`src/rtl/loopback_checker_byte_aligner.sv`:
```
// Stage 1 of the loopback checker: joins the previous and current RX byte and
// selects the 8-bit window starting bit_shift bits below the MSB.
module byte_aligner (
   input  logic       clk,
   input  logic       rst,
   input  logic [7:0] rx_data,
   input  logic       rx_valid,
   input  logic [2:0] bit_shift,
   output logic [7:0] aligned_word,
   output logic       aligned_valid
);

   logic [7:0]  prev_byte_q, prev_byte_d;
   logic [7:0]  aligned_word_q, aligned_word_d;
   logic        aligned_valid_q, aligned_valid_d;
   logic [15:0] cat_shifted;

   always_comb begin
      // Left shift puts cat[15-bit_shift -: 8] in the top byte.
      cat_shifted     = {prev_byte_q, rx_data} << bit_shift;
      prev_byte_d     = prev_byte_q;
      aligned_word_d  = aligned_word_q;
      aligned_valid_d = rx_valid;
      if (rx_valid) begin
         aligned_word_d = cat_shifted[15:8];
         prev_byte_d    = rx_data;
      end
   end

   always_ff @(posedge clk) begin
      if (rst) begin
         prev_byte_q     <= 8'd0;
         aligned_word_q  <= 8'd0;
         aligned_valid_q <= 1'b0;
      end else begin
         prev_byte_q     <= prev_byte_d;
         aligned_word_q  <= aligned_word_d;
         aligned_valid_q <= aligned_valid_d;
      end
   end

   assign aligned_word  = aligned_word_q;
   assign aligned_valid = aligned_valid_q;

endmodule

```
`config.mk`:
```
export PLATFORM = sky130hd
export DESIGN_NAME = byte_aligner
export DESIGN_NICKNAME = d
export VERILOG_FILES = /design/src/rtl/loopback_checker_byte_aligner.sv
export SDC_FILE = /design/constraint.sdc
export NUM_CORES = 1
export LEC_CHECK = 0
export BUFFER_PORTS_ARGS = -buffer_cell sky130_fd_sc_hd__buf_2
export CORE_MARGIN = 1.5
export CORE_UTILIZATION = 49
export CTS_BUF_LIST = sky130_fd_sc_hd__clkbuf_2 sky130_fd_sc_hd__clkbuf_4 sky130_fd_sc_hd__clkbuf_8
export CTS_CLUSTER_DIAMETER = 30
export DETAILED_ROUTE_END_ITERATION = 6
export PLACE_DENSITY = 0.73
export SYNTH_ARGS = -nofsm -noshare
export SYNTH_HDL_FRONTEND = slang
export SYNTH_SLANG_ARGS = --single-unit
```
`constraint.sdc`:
```
create_clock -name clk -period 1.2 [get_ports clk]
set_input_delay 0.12 -clock clk [delete_from_list [all_inputs] [get_ports clk]]
set_output_delay 0.12 -clock clk [all_outputs]
set_load 0.01 [all_outputs]
```
==> impl_metrics.tcl <==
set metrics [dict create \
    outcome "finished with violations" \
    violations "setup timing" \
    grt_pass1_vias 746 \
    worstPathRequired_ps 1430 \
    syn_area_sq_um 952 \
    crit_fanout 4 \
    fill_cells 147 \
    critPathCaptureType "flip-flop" \
    core_area_sq_um 1780 \
    drc 0 \
    maxCapViolations 0 \
    gr-total-overflow 0 \
    cts_tree "done" \
    cp_num_buf_inv 0 \
    clk_latency_ps 300 \
    r2r_slack_ps -20 \
    worstHoldPathType "primary input to flip-flop" \
    hold_end "prev_byte_q[0]" \
    relSlewSlack_pct 72.0 \
    grt_antenna_before_repair 0 \
    root_buffer "clkbuf_4" \
    synth_area_leaders "dfxtp_1 (36%), mux2i_1 (24%), mux4_1 (8.3%)" \
    ios 23 \
    report.final.hold_viol_count 0 \
    multi_input_area_sq_um 624 \
    synth.top_cell.area_share_pct 35.7 \
    diodes 0 \
    globalplace.congestion 0.811 \
    fin_crit_ps 1220 \
    cp_slowest_stage_delay_ps 500 \
    fin_crit_sh_pct 101 \
    finalNonFillerCells 140 \
    finalWorstSetupSlack_ps -16.8 \
    crit_cells 3 \
    rows 15 \
    start_util_pct 53.4 \
    io_buffers 22 \
    dp_cells 136 \
    worst_ep_arrival_time_ps 1440 \
    area_growth_pct 30.4 \
    synthCells 87 \
    viasPerCell 5.76 \
    routed_wirelength_microns 2220 \
    max_freq_mhz 822 \
    via_count 806 \
    startpoint_type "flip-flop" \
    ant_nets 0 \
    p_total_w 0.00130 \
    first_pass_iters 4 \
    avgSynthCellArea_sq_um 10.9 \
    drv_slew 0 \
    synth_warnings 0 \
    utilization_pct 69.6 \
    fin_nets 130 \
    die_h_microns 47.1 \
    synth_seq_cells 17 \
    grt_max_degree 23 \
    critPathTopFamily "multiplexers" \
    wl_per_cell_microns 15.8 \
    worstHoldStart "rx_data[0]" \
    fin_skew_ps 0.560 \
    cts_setup_buffers 0 \
    register_area_sq_um 353 \
    syn-num-nets 101 \
    yosysTopAreaCell "dfxtp_1" \
    ir_drop_mv 0.644 \
    reg2reg_from "prev_byte_q[0]" \
    cpMaxStageDelayCell "mux4_2" \
    worstMarginPinSlew_ps 419 \
    yosysSeqAreaShare_pct 35.7 \
    p_per_area_nw_per_um2 1050 \
    final_area_sq_um 1240 \
    cts_num_sinks 17 \
    hold_path_depth 3 \
    r2r-end "aligned_word[5]" \
    cts_buffers 3 \
    clockBufferDepth 2 \
    htreeDepth 1 \
    dp_hpwl_microns 1530 \
    initialDrtViolationCount 12 \
    track_usage_pct 23.0 \
    cp-startpoint "prev_byte_q[0]" \
    reg2reg_depth 3 \
    die_w_microns 47.1 \
    synth.distinct_cells 17 \
    layout-drive-gt1-share_pct 52.2 \
    power_leakage_nw 0.552 \
    die-area_sq_um 2220 \
    crit_chain "mux2i_4 -> mux4_2 -> a211oi_2" \
    grt_pass1_wl_microns 3430 \
    path_clk_slew_ps 100 \
    crit_type "flip-flop to flip-flop" \
    rsz0062_at_grt "yes" \
    setup_viol_count_final 2 \
    place_area_sq_um 1140 \
]
per-layer routing:
metal / share of wire (%) / global-route usage [%] / vias up
met3: 6.8 / 1.92 / 7
met4: 3.2 / 13.9 / 0
li1: - / - / 382
met2: 47 / 37.5 / 33
met5: 0 / 0 / -
met1: 43 / 29.5 / 384
synthesized netlist by cell type, drive strengths merged:
| cell type | n |
|---|---|
| mux2i | 23 |
| dfxtp | 17 |
| nor2 | 16 |
| buf | 6 |
| a211o | 4 |
| a211oi | 4 |
| a221oi | 4 |
| mux2 | 4 |
| mux4 | 4 |
| nor2b | 2 |
| and3 | 1 |
| and3b | 1 |
| clkbuf | 1 |
cell type report:
cell class                 instances  share of cell area, %
clock buffer                       4                   2.42
multi-input combinational         63                   50.3
sequential                        17                   28.4
tap                               25                   2.52
timing repair buffer              31                   16.3
cells in the final DEF, fill, tap and decap left out, types with 2 or more instances in the layout:
| cell | Yosys | routed |
|---|---|---|
| mux2i_4 | 0 | 2 |
| buf_2 | 3 | 22 |
| mux2_1 | 2 | 2 |
| a211oi_2 | 0 | 4 |
| mux2_2 | 2 | 2 |
| a221oi_1 | 4 | 2 |
| nor2_1 | 16 | 16 |
| clkbuf_4 | 0 | 4 |
| buf_4 | 0 | 7 |
| nor2b_1 | 2 | 2 |
| a211o_1 | 4 | 4 |
| dfxtp_1 | 17 | 11 |
| mux2i_1 | 23 | 18 |
| a221oi_2 | 0 | 2 |
| mux4_2 | 1 | 4 |
| buf_12 | 0 | 2 |
| dfxtp_4 | 0 | 2 |
| dfxtp_2 | 0 | 4 |
| mux2i_2 | 0 | 3 |
where the power goes:
part,total (W),internal (W),switching [W]
combinational,0.000331,0.000171,0.000160
sequential,0.000630,0.000603,0.0000264
clock,0.000337,0.000152,0.000185
worst register-to-register path, stage by stage, from the launching register on:
cell	delay [ps]
dfxtp_4	390
mux2i_4	80
mux4_2	500
a211oi_2	180
cells by family (layout without fill, tap and decap cells):
family	Yosys count	after routing	share of synthesized area, %
buf+inv	7	35	4.73
flops	17	17	35.7
mux	31	31	39.6
simple gates	20	20	9.46
compound gates	12	12	10.5
worst max path at each step:
| stage | endpoint | slack, ps |
|---|---|---|
| floorplan | aligned_word[7] | 10 |
| global placement | aligned_word[5] | -140 |
| detailed placement | aligned_word[5] | -200 |
| CTS | aligned_word[7] | -2 |
| global route | aligned_word[5] | -70 |
| finish | aligned_word[5] | -20 |
repair_timing:
item / CTS / global route
gates resized for setup: 22 / 2
endpoints found under the setup margin: 6 / 6
hold buffers: 0 / 0
pin swaps: 5 / 0
per-stage QoR:
stage | TNS (ps) | hold slack, ps | worst slack (ps)
after floorplan | 0 | 267 | 12.2
after global placement | -788 | 352 | -137
after detailed placement | -1140 | 366 | -198
after CTS | -3.49 | 66.0 | -2.47
after global routing | -308 | 112 | -71.8
final | -23.8 | 67.0 | -16.8
state kept, by name, indices dropped and copies added (netlist names):
name and cells:
aligned_valid 1, aligned_word 8, prev_byte_q 8
No activity file was read; power rests on OpenSTA's default activity.
